--- src/rtl/button_array_controller.sv ---
// Per-channel button synchroniser, debouncer and edge-event generator (press, release, click, long).
// Define BTN_AUTO_REPEAT_EN to re-emit o_press every REPEAT_CNT cycles after a long press.

module button_array_controller #(
  parameter int NUM_BTN    = 4,
  parameter int DEBOUNCE   = 1_000_000,
  parameter int LONG_CNT   = 50_000_000,
  parameter int REPEAT_CNT = 10_000_000
) (
  input  logic               i_clk,
  input  logic               i_reset_n,
  input  logic [NUM_BTN-1:0] i_button,
  output logic [NUM_BTN-1:0] o_level,
  output logic [NUM_BTN-1:0] o_press,
  output logic [NUM_BTN-1:0] o_release,
  output logic [NUM_BTN-1:0] o_click,
  output logic [NUM_BTN-1:0] o_long
);

  localparam int CNT_W  = $clog2(DEBOUNCE + 1);
  localparam int HOLD_W = $clog2(LONG_CNT + 1);
  localparam logic [CNT_W-1:0]  DEB_LAST  = CNT_W'(DEBOUNCE - 1);
  localparam logic [HOLD_W-1:0] HOLD_LAST = HOLD_W'(LONG_CNT - 1);
  localparam logic [HOLD_W-1:0] HOLD_PRE  = HOLD_W'(LONG_CNT - 2);
  localparam bit PARAMS_OK = (NUM_BTN >= 1) && (DEBOUNCE >= 2) &&
                             (LONG_CNT > DEBOUNCE) && (REPEAT_CNT >= 2);
`ifdef BTN_AUTO_REPEAT_EN
  localparam int REP_W = $clog2(REPEAT_CNT + 1);
  localparam logic [REP_W-1:0] REP_LAST = REP_W'(REPEAT_CNT - 1);
`endif

  typedef enum logic [1:0] {RELEASED, PRESS_WAIT, PUSHED, RELEASE_WAIT} state_t;

  if (!PARAMS_OK) begin : g_param_check
    $error("button_array_controller: illegal parameter combination");
  end

  genvar gi;
  for (gi = 0; gi < NUM_BTN; gi++) begin : g_chan
    logic [1:0]        sync_reg;
    state_t            state_reg, state_next;
    logic [CNT_W-1:0]  cnt_reg, cnt_next;
    logic [HOLD_W-1:0] hold_reg, hold_next;
    logic              long_flag_reg, long_flag_next;
    logic              level_reg, level_next;
    logic              press_reg, press_next;
    logic              release_reg, release_next;
    logic              click_reg, click_next;
    logic              long_reg, long_next;
    logic              s;
`ifdef BTN_AUTO_REPEAT_EN
    logic [REP_W-1:0]  rep_reg, rep_next;
`endif

    assign s = sync_reg[1];

    always_ff @(posedge i_clk or negedge i_reset_n) begin
      if (!i_reset_n) begin
        sync_reg      <= '0;
        state_reg     <= RELEASED;
        cnt_reg       <= '0;
        hold_reg      <= '0;
        long_flag_reg <= 1'b0;
        level_reg     <= 1'b0;
        press_reg     <= 1'b0;
        release_reg   <= 1'b0;
        click_reg     <= 1'b0;
        long_reg      <= 1'b0;
`ifdef BTN_AUTO_REPEAT_EN
        rep_reg       <= '0;
`endif
      end else begin
        sync_reg      <= {sync_reg[0], i_button[gi]};
        state_reg     <= state_next;
        cnt_reg       <= cnt_next;
        hold_reg      <= hold_next;
        long_flag_reg <= long_flag_next;
        level_reg     <= level_next;
        press_reg     <= press_next;
        release_reg   <= release_next;
        click_reg     <= click_next;
        long_reg      <= long_next;
`ifdef BTN_AUTO_REPEAT_EN
        rep_reg       <= rep_next;
`endif
      end
    end

    always_comb begin
      state_next     = state_reg;
      cnt_next       = cnt_reg;
      hold_next      = hold_reg;
      long_flag_next = long_flag_reg;
      level_next     = level_reg;
      press_next     = 1'b0;
      release_next   = 1'b0;
      click_next     = 1'b0;
      long_next      = 1'b0;
      case (state_reg)
        RELEASED: begin
          if (s) begin
            state_next = PRESS_WAIT;
            cnt_next   = CNT_W'(1);
          end else begin
            cnt_next   = '0;
          end
        end
        PRESS_WAIT: begin
          if (!s) begin
            state_next = RELEASED;
            cnt_next   = '0;
          end else if (cnt_reg == DEB_LAST) begin
            state_next     = PUSHED;
            cnt_next       = '0;
            level_next     = 1'b1;
            press_next     = 1'b1;
            hold_next      = '0;
            long_flag_next = 1'b0;
          end else begin
            cnt_next = cnt_reg + CNT_W'(1);
          end
        end
        PUSHED: begin
          if (!s) begin
            state_next = RELEASE_WAIT;
            cnt_next   = CNT_W'(1);
          end else begin
            if (hold_reg != HOLD_LAST) hold_next = hold_reg + HOLD_W'(1);
            // Fires on the edge that moves hold_cnt onto its saturation value.
            if (hold_reg == HOLD_PRE && !long_flag_reg) begin
              long_next      = 1'b1;
              long_flag_next = 1'b1;
            end
          end
        end
        RELEASE_WAIT: begin
          if (s) begin
            state_next = PUSHED;
            cnt_next   = '0;
          end else if (cnt_reg == DEB_LAST) begin
            state_next   = RELEASED;
            cnt_next     = '0;
            level_next   = 1'b0;
            release_next = 1'b1;
            click_next   = !long_flag_reg;
          end else begin
            cnt_next = cnt_reg + CNT_W'(1);
          end
        end
        default: begin
          state_next = RELEASED;
          cnt_next   = '0;
        end
      endcase
`ifdef BTN_AUTO_REPEAT_EN
      rep_next = rep_reg;
      if ((state_reg == PUSHED || state_reg == RELEASE_WAIT) && long_flag_reg) begin
        if (rep_reg == REP_LAST) begin
          rep_next   = '0;
          press_next = 1'b1;
        end else begin
          rep_next = rep_reg + REP_W'(1);
        end
      end
      if (state_next == RELEASED) rep_next = '0;
`endif
    end

    assign o_level[gi]   = level_reg;
    assign o_press[gi]   = press_reg;
    assign o_release[gi] = release_reg;
    assign o_click[gi]   = click_reg;
    assign o_long[gi]    = long_reg;
  end

endmodule

--- config.mk ---
export PLATFORM = sky130hd
export DESIGN_NAME = button_array_controller
export DESIGN_NICKNAME = d
export VERILOG_FILES = /design/src/rtl/button_array_controller.sv
export SDC_FILE = /design/constraint.sdc
export NUM_CORES = 1
export LEC_CHECK = 0
export ABC_AREA = 1
export BUFFER_PORTS_ARGS = -buffer_cell sky130_fd_sc_hd__buf_2
export CAP_MARGIN = 20
export CORE_ASPECT_RATIO = 1.25
export CORE_MARGIN = 2
export CORE_UTILIZATION = 55
export DETAILED_ROUTE_END_ITERATION = 6
export GPL_TIMING_DRIVEN = 0
export HOLD_SLACK_MARGIN = 0.06
export MAX_ROUTING_LAYER = met4
export PLACE_DENSITY = 0.71
export REMOVE_ABC_BUFFERS = 1
export SYNTH_ARGS = -nofsm -noshare
export SYNTH_HDL_FRONTEND = slang
export SYNTH_SLANG_ARGS = --single-unit
--- constraint.sdc ---
create_clock -name i_clk -period 4.48 [get_ports i_clk]
set_clock_uncertainty 0.2 [all_clocks]
set_input_delay 0.448 -clock i_clk [delete_from_list [all_inputs] [get_ports i_clk]]
set_output_delay 0.448 -clock i_clk [all_outputs]
set_load 0.1 [all_outputs]
**Yosys cells after proc, flatten, opt, wreduce, memory -nomap -nowiden**

Index checks and enable logic that the tools add are counted.

- Register bits: 224
- Input port bits: 6
- Output and inout bits: 20
- Logic and storage cells: 304

- Add/sub/neg operators: 8
- Equal/unequal tests: 68
- Mux-type cells: 152
- Reduce and logical (&&, ||, !) cells: 36

Operator list:

| kind | number |
|---|---|
| 26-bit 2-to-1 mux | 16 |
| 20-bit 2-to-1 mux | 16 |
| 20-bit case mux with 4 select lines | 4 |
| 26-bit case mux with 2 select lines | 4 |
| 26-bit by 1-bit adder with 26-bit output, second input constant | 4 |
| 26-bit equality test, second input constant | 4 |
| 26-bit != test, second input constant | 4 |
| 20-bit by 1-bit adder with 20-bit output, second input constant | 4 |
| 20-bit equality test, second input constant | 4 |
| 1-bit 2-to-1 mux | 76 |
| 2-bit != test, second input constant | 36 |
| 5-bit AND reduction | 12 |
| 2-bit 2-to-1 mux | 24 |
| 2-bit case mux with 4 select lines | 4 |
| 3-bit != test, second input constant | 8 |
| 2-bit equality test, second input constant | 8 |
| 1-bit case mux with 2 select lines | 8 |
| 4-bit AND reduction | 4 |
| 2-bit nonzero test | 8 |
| 2-bit by 1-bit equality test with 1-bit output, second input constant | 4 |
| 2-bit logical NOT | 4 |
| 1-bit logical AND | 4 |
| 1-bit logical NOT | 4 |

**Logic depth before layout (Yosys ltp)**

Gate-level depths: netlist of the first run.

- Depth after elaboration: 5
- Depth in mapped cells: 12
- Gate-level depth less buffers: 11

**Worst setup path after synthesis of the first run**

OpenSTA, ideal clock, no wires.

- Path kind: register to register
- Start: reg g_chan[0].cnt_reg[0]
- End: reg g_chan[0].hold_reg[23]
- Library setup time: 0.118 ns
- Data arrival time: 1.588 ns
- Required time: 4.162 ns
- Setup slack: 2.574 ns
- Stages on the path, launching flop included: 12
- Buffers on the path: 1
- Period minus slack after synthesis: 1.906 ns
- Cell sequence: dfrtp_1 ha_1 inv_1 nor2_2 nand4_2 nor2_4 nand2_4 nand2_4 nand2_4 buf_6 nand2_1 nand2_1

- Longest elaborated chain between the ends: 3

Ends and longest elaborated chain:

| what | line | text |
|---|---|---|
| from (decl) | 42 | `logic [CNT_W-1:0] cnt_reg, cnt_next;` |
| from (signal assigned) | 75 | `cnt_reg <= cnt_next;` |
| 20-bit equality test | 112 | `end else if (cnt_reg == DEB_LAST) begin` |
| 2-bit != test (no source line) | -- |  |
| 5-bit AND reduction (no source line) | -- |  |
| to (signal assigned) | 76 | `hold_reg <= hold_next;` |
| to (decl) | 43 | `logic [HOLD_W-1:0] hold_reg, hold_next;` |

Every way passes these cells.
A chain may end at the register's enable or synchronous reset.

**Worst setup path after layout of the first run**

- Start: reg g_chan[1].state_reg[0]
- End: reg g_chan[1].hold_reg[9]

- Longest elaborated chain between the ends: 3
- Elaborated cells between the ends (all ways): 9
- Those cells by class: 6 x eq/ne; 1 x mux; 2 x reduce/logical

Ends and longest elaborated chain:

| what | line | text |
|---|---|---|
| from (decl) | 41 | `state_t state_reg, state_next;` |
| from (signal assigned) | 74 | `state_reg <= state_next;` |
| 2-bit equality test / 2-bit by 1-bit equality test with 1-bit output (equally long branches) | 99 | `case (state_reg)` |
| 2-bit != test (no source line) / 2-bit nonzero test (equally long branches) | -- |  |
| 5-bit AND reduction (no source line) | -- |  |
| to (signal assigned) | 76 |  |
| to (decl) | 43 |  |

Several ways; a longest one is shown, not always the timed one.

==> impl_metrics.env, run 1 <==
export IMPL_hold_path_class="reg -> reg"
export IMPL_p_int_w=0.003635
export IMPL_drc=0
export IMPL_worst_slew_pin_slew_ps=977.7
export IMPL_wl_um=32610
export IMPL_critical_path_endpoint_type="flip-flop"
export IMPL_worstRegToRegCells=6
export IMPL_yosysTopAreaCell="dfrtp_1"
export IMPL_p_total_w=0.005172
export IMPL_grt_usage_pct=24.82
export IMPL_path_clk_slew_ps=60
export IMPL_final_nets=2193
export IMPL_num_vias=13100
export IMPL_h_tree_depth=1
export IMPL_pre_cts_ws_ps=1466
export IMPL_portBuffers=25
export IMPL_tritoncts="built"
export IMPL_cts_buffers=26
export IMPL_clk_path_buf_depth=3
export IMPL_syn_to_final_growth_pct=7.268
export IMPL_synth_yosys_seq_area_share_pct=38.26
export IMPL_die_area_sq_mm=0.02797
export IMPL_p_per_area_mw_per_mm2=329.1
export IMPL_drt_iter0_markers=658
export IMPL_placed_cell_area_sq_mm=0.01476
export IMPL_cp_max_fo=29
export IMPL_final_cells=2533
export IMPL_syn_inst=2181
export IMPL_yosys_warnings=0
export IMPL_boundaryPins=26
export IMPL_fin_crit_sh_pct=67.77
export IMPL_viasPerCell=5.172
export IMPL_path_class="reg -> reg"
export IMPL_avgSynthCellArea_sq_um=6.717
export IMPL_first_pass_iters=5
export IMPL_slew_headroom_pct=34.82
export IMPL_fillers=2521
export IMPL_finalHoldViolations=0
export IMPL_coreArea_sq_mm=0.02610
export IMPL_setup_viol=0
export IMPL_clock_sinks=224
export IMPL_hold_path_depth=0
export IMPL_switching_share_pct=29.72
export IMPL_arrival_ps=3300
export IMPL_setup_slack_ps=1444
export IMPL_postCtsSetupRepairBufs=0
export IMPL_largest_register_ffs=104
export IMPL_ir_drop_v=0.0002823
export IMPL_rsz0062_at_grt="no"
export IMPL_maxCapViolCount=0
export IMPL_startpoint_type="flip-flop"
export IMPL_clock_root_buffer="clkbuf_16"
export IMPL_grt_pass1_vias=12800
export IMPL_die_h_um=186.5
export IMPL_seqCellArea_sq_mm=0.005605
export IMPL_ys_top_cells_by_area="dfrtp_1 38%, nand2_1 18%, nor2_1 11%"
export IMPL_synth_seq_cells=224
export IMPL_maxSlewViolCount=0
export IMPL_multi_input_area_sq_mm=0.007751
export IMPL_power_frac_seq_pct=42.2
export IMPL_dp_hpwl_um=23290
export IMPL_yosys_area_top_type_share_pct=38.26
export IMPL_grt_max_degree=94
export IMPL_grt_pass1_wl_um=57860
export IMPL_antenna_found_initial=0
export IMPL_hold_worst_slack_ps=149.1
export IMPL_drive_gt1_share_pct=7.114
export IMPL_antenna_cells=0
export IMPL_dpl_cell_count=2482
export IMPL_leakagePower_nw=6.863
export IMPL_synth_distinct_cells=46
export IMPL_synthesis_area_sq_mm=0.01465
export IMPL_start_util_pct=56.14
export IMPL_die_x_um=150.0
export IMPL_critPathRequiredTime_ps=4740
export IMPL_p_clk_share_pct=42.9
export IMPL_switching_power_w=0.001537
export IMPL_worstSkewPairLatency_ps=540
export IMPL_overflow=0
export IMPL_fmax_mhz=329.4
export IMPL_comb_power_share_pct=14.9
export IMPL_fin_crit_ps=3036
export IMPL_status="finished clean"
export IMPL_place_gp_congestion=0.9032
export IMPL_row_count=66
export IMPL_detail_route_wl_per_cell_um=12.87
export IMPL_ant_nets=0
export IMPL_design_area_sq_mm=0.01572
-- worst max-delay path: stages, from the launching register on --
cell and delay, ps:
dfrtp_1 460, inv_1 90, nand2_1 530, nand3b_2 870, nand2_2 600, nand2_1 110
nand2_1 90
-- power by group through the flow --
| stage | logic (W) | clock network, W | registers, W |
|---|---|---|---|
| after floorplan | 0.000542 | 0 | 0.00221 |
| after CTS | 0.000784 | 0.00227 | 0.00218 |
| after global routing | 0.000877 | 0.00237 | 0.00219 |
| after global placement | 0.000758 | 0 | 0.00221 |
| after detailed placement | 0.000779 | 0 | 0.00222 |
| final | 0.000771 | 0.00222 | 0.00218 |
-- cell type report --
type                    instances  share of cell area [%]
inverters                     211                   5.040
multi-input cells            1680                   49.32
repair buffers                 32                   1.529
clock buffers                  39                   4.960
flip-flops and latches        224                   35.67
clock inverters                 7                  0.7723
well taps                     340                   2.707
-- worst paths after layout --
kind                                         from               endpoint  slack (ps)
min in group asynchronous               i_reset_n  g_chan[2].hold_reg[5]         190
min reg2reg                 g_chan[3].sync_reg[0]  g_chan[3].sync_reg[1]         150
min                         g_chan[3].sync_reg[0]  g_chan[3].sync_reg[1]         150
max                        g_chan[1].state_reg[0]  g_chan[1].hold_reg[9]        1440
max reg2reg                g_chan[1].state_reg[0]  g_chan[1].hold_reg[9]        1440
max in group asynchronous               i_reset_n   g_chan[3].cnt_reg[8]        3110
-- cell usage after synthesis, drive strengths merged --
cell and count:
xnor2 31, nand4 35, a41oi 1, a22o 1, nor2 432, clkinv 1, ha 12, xor2 42
nor4 5, nor3 54, nand3 217, a211oi 1, nand2 744, a21boi 2, a31oi 2, dfrtp 224
inv 210, buf 55, and2 2, nand3b 5, nor3b 5, a21oi 19, o21bai 4, o21ai 59
clkbuf 11, o21a 1, or2 5, o211ai 1
-- routing by layer --
layer | GRT usage [%] | wire [um] | vias up
met5 | - | 0 | -
met1 | 31.05 | 14640 | 6037
met4 | 5.769 | 589 | 0
met3 | 2.861 | 1132 | 49
met2 | 42.90 | 16250 | 220
li1 | - | - | 6794
-- cell families (layout without fill, tap and decap cells) --
| family | count (synthesis) | in the layout | share of synthesized area [%] |
|---|---|---|---|
| fa+ha+maj | 12 | 12 | 1.025 |
| buf+inv | 277 | 289 | 8.831 |
| flops | 224 | 224 | 38.26 |
| compound gates | 91 | 91 | 3.818 |
| simple gates | 1504 | 1504 | 43.70 |
| xor+xnor | 73 | 73 | 4.364 |
-- per-stage QoR --
step | utilization [%] | setup TNS [ps]
after global placement | 56.33 | -254780
after detailed placement | 56.58 | 0
after floorplan | - | 0
final | 60.22 | 0
after global routing | 60.22 | 0
after CTS | 60.22 | 0
-- placed cells by master, fill, tap and decap left out, types with 13 or more instances in the layout --
| cell type | count |
|---|---|
| buf_2 | 24 |
| o21ai_0 | 44 |
| inv_2 | 16 |
| xnor2_1 | 31 |
| o21ai_2 | 13 |
| nand4_1 | 33 |
| clkbuf_16 | 26 |
| a21oi_1 | 17 |
| nand2_1 | 716 |
| xor2_1 | 42 |
| nor3_1 | 47 |
| nand2_2 | 23 |
| nand3_1 | 214 |
| dfrtp_1 | 224 |
| inv_1 | 194 |
| nor2_1 | 419 |
-- repair_timing --
action,4_1_cts,5_1_grt
hold buffers,5,0
endpoints found under the hold margin,181,0
resized for setup,0,0
No activity file was read; power rests on OpenSTA's default activity.
==> run 2: changes to the inputs <==
--- a/config.mk
+++ b/config.mk
@@ -15,7 +15,7 @@
 export GPL_TIMING_DRIVEN = 0
 export HOLD_SLACK_MARGIN = 0.06
 export MAX_ROUTING_LAYER = met4
-export PLACE_DENSITY = 0.71
+export PLACE_DENSITY = 0.74
 export REMOVE_ABC_BUFFERS = 1
 export SYNTH_ARGS = -nofsm -noshare
 export SYNTH_HDL_FRONTEND = slang
==> constraint.sdc (replaced) <==
create_clock -name i_clk -period 2.5 [get_ports i_clk]
set_clock_uncertainty 0.2 [all_clocks]
set_input_delay 0.25 -clock i_clk [delete_from_list [all_inputs] [get_ports i_clk]]
set_output_delay 0.25 -clock i_clk [all_outputs]
set_load 0.1 [all_outputs]
==> run 2 against run 1 <==
Net effect:
- setup slack worse by 1300 ps
- total power is 79% higher
- core utilization rose by 0.44 points
- flip-flop and latch count did not move
- first-iteration DRC count is 4.6% lower
- largest power group is now registers
==> impl_metrics.env, run 2 (synthesis results as in run 1) <==
export IMPL_maxCapViolCount=0
export IMPL_setup_viol=0
export IMPL_p_per_area_mw_per_mm2=584.2
export IMPL_critPathRequiredTime_ps=2720
export IMPL_start_util_pct=56.14
export IMPL_coreArea_sq_mm=0.02610
export IMPL_fmax_mhz=432.0
export IMPL_hold_path_class="in -> async"
export IMPL_final_common_cell="nand2_1"
export IMPL_die_h_um=186.5
export IMPL_arrival_ps=2540
export IMPL_mostFrequentLayoutCells="714 x nand2_1, 419 x nor2_1, 224 x dfrtp_1, 214 x nand3_1, 193 x inv_1"
export IMPL_row_count=66
export IMPL_clk_path_buf_depth=3
export IMPL_comb_power_share_pct=16.0
export IMPL_overflow=0
export IMPL_tritoncts="built"
export IMPL_syn_to_final_growth_pct=8.054
export IMPL_first_pass_iters=7
export IMPL_detail_route_wl_per_cell_um=12.97
export IMPL_utilization_pct=60.66
export IMPL_wl_um=32910
export IMPL_final_cells=2537
export IMPL_p_clk_share_pct=41.7
export IMPL_maxSlewViolCount=0
export IMPL_power_frac_seq_pct=42.3
export IMPL_drt_iter0_markers=628
export IMPL_num_vias=13320
export IMPL_largest_register_ffs=104
export IMPL_slew_headroom_pct=56.14
export IMPL_h_tree_depth=1
export IMPL_dpl_cell_count=2482
export IMPL_viasPerCell=5.251
export IMPL_drc=0
export IMPL_antenna_found_initial=0
export IMPL_leakagePower_nw=6.910
export IMPL_fin_crit_sh_pct=92.59
export IMPL_worst_slew_pin_slew_ps=655.5
export IMPL_worstSkewPairLatency_ps=530
export IMPL_path_clk_slew_ps=60
export IMPL_grt_pass1_wl_um=57910
export IMPL_grt_usage_pct=24.70
export IMPL_clock_root_buffer="clkbuf_16"
export IMPL_fillers=2491
export IMPL_ir_drop_v=0.0005782
export IMPL_place_gp_congestion=0.9398
export IMPL_finalHoldViolations=0
export IMPL_startpoint_type="flip-flop"
export IMPL_grt_max_degree=80
export IMPL_fin_crit_ps=2315
export IMPL_clock_sinks=224
export IMPL_boundaryPins=26
export IMPL_path_class="reg -> reg"
export IMPL_dp_hpwl_um=22920
export IMPL_die_area_sq_mm=0.02797
export IMPL_cts_buffers=25
export IMPL_switching_share_pct=30.00
export IMPL_drive_gt1_share_pct=7.510
export IMPL_p_int_w=0.006473
export IMPL_status="finished clean"
export IMPL_portBuffers=25
export IMPL_final_nets=2198
export IMPL_grt_pass1_vias=12870
export IMPL_switching_power_w=0.002775
export IMPL_die_x_um=150.0
export IMPL_critical_path_endpoint_type="flip-flop"
export IMPL_antenna_cells=0
export IMPL_ant_nets=0
export IMPL_cp_max_fo=14
[run 2: metal layers]
metal / vias to the layer above / share of wire, % / track usage (%)
met5: - / 0 / -
met4: 0 / 2.4 / 6.858
met1: 6194 / 45 / 31.09
met2: 245 / 49 / 42.29
met3: 60 / 3.5 / 2.396
li1: 6824 / - / -
[run 2: final timing paths]
| path | end | slack [ps] | cells after the start | startpoint |
|---|---|---|---|---|
| max | g_chan[2].hold_reg[21] | 190 | 6 | g_chan[2].cnt_reg[0] |
| min | g_chan[2].cnt_reg[15] | 40 | 2 | i_reset_n |
| max reg2reg | g_chan[2].hold_reg[21] | 190 | 6 | g_chan[2].cnt_reg[0] |
| min reg2reg | g_chan[0].sync_reg[1] | 150 | 0 | g_chan[0].sync_reg[0] |
| max in group asynchronous | g_chan[3].hold_reg[24] | 890 | 4 | i_reset_n |
| min in group i_clk | g_chan[0].sync_reg[1] | 150 | 0 | g_chan[0].sync_reg[0] |
[run 2: what timing repair did]
item | 4_1_cts | 5_1_grt
hold buffers | 5 | 0
endpoints found under the setup margin | 118 | 118
endpoints found under the hold margin | 150 | 0
setup buffers | 2 | 2
cloned | 1 | 1
pin swaps | 2 | 0
gates resized for setup | 6 | 10
[run 2: final cells by class]
type	instances	area, sq um	area share [%]
Clock inverter	11	166.4	1.051
Clock buffer	33	695.7	4.395
Timing Repair Buffer	36	270.3	1.707
Inverter	211	795.8	5.027
Tap cell	340	425.4	2.687
Multi-Input combinational cell	1682	7871	49.72
Sequential cell	224	5605	35.41
[run 2: power by group through the flow]
stage / combinational (W) / sequential, W / clock [W]
4_1_cts: 0.00142 / 0.00391 / 0.00394
6_report: 0.00148 / 0.00391 / 0.00386
3_5_place_dp: 0.00139 / 0.00397 / 0
3_3_place_gp: 0.00136 / 0.00396 / 0
2_1_floorplan: 0.000972 / 0.00397 / 0
5_1_grt: 0.00167 / 0.00393 / 0.00409
[run 2: per-stage QoR]
stage / instance area (sq um) / hold WS (ps) / worst slack (ps) / TNS [ps] / total power [W]
finish: 15830 / 40.26 / 185.3 / 0 / 0.009248
CTS: 15740 / 73.24 / 21.85 / 0 / 0.009270
detailed placement: 14760 / 39.66 / -542.5 / -27330 / 0.005363
global route: 15830 / 110.7 / -6.034 / -10.36 / 0.009694
floorplan: 14150 / -245.6 / 255.9 / 0 / 0.004940
global placement: 14700 / 133.8 / -2987 / -688750 / 0.005325
[run 2: worst max-delay path, cell delays in order, from the launching register on]
cell     delay (ps)
dfrtp_1         390
ha_1            180
nand3_1         230
nor3_4          400
nand4_2         490
nand3_1         250
nand2_1          70
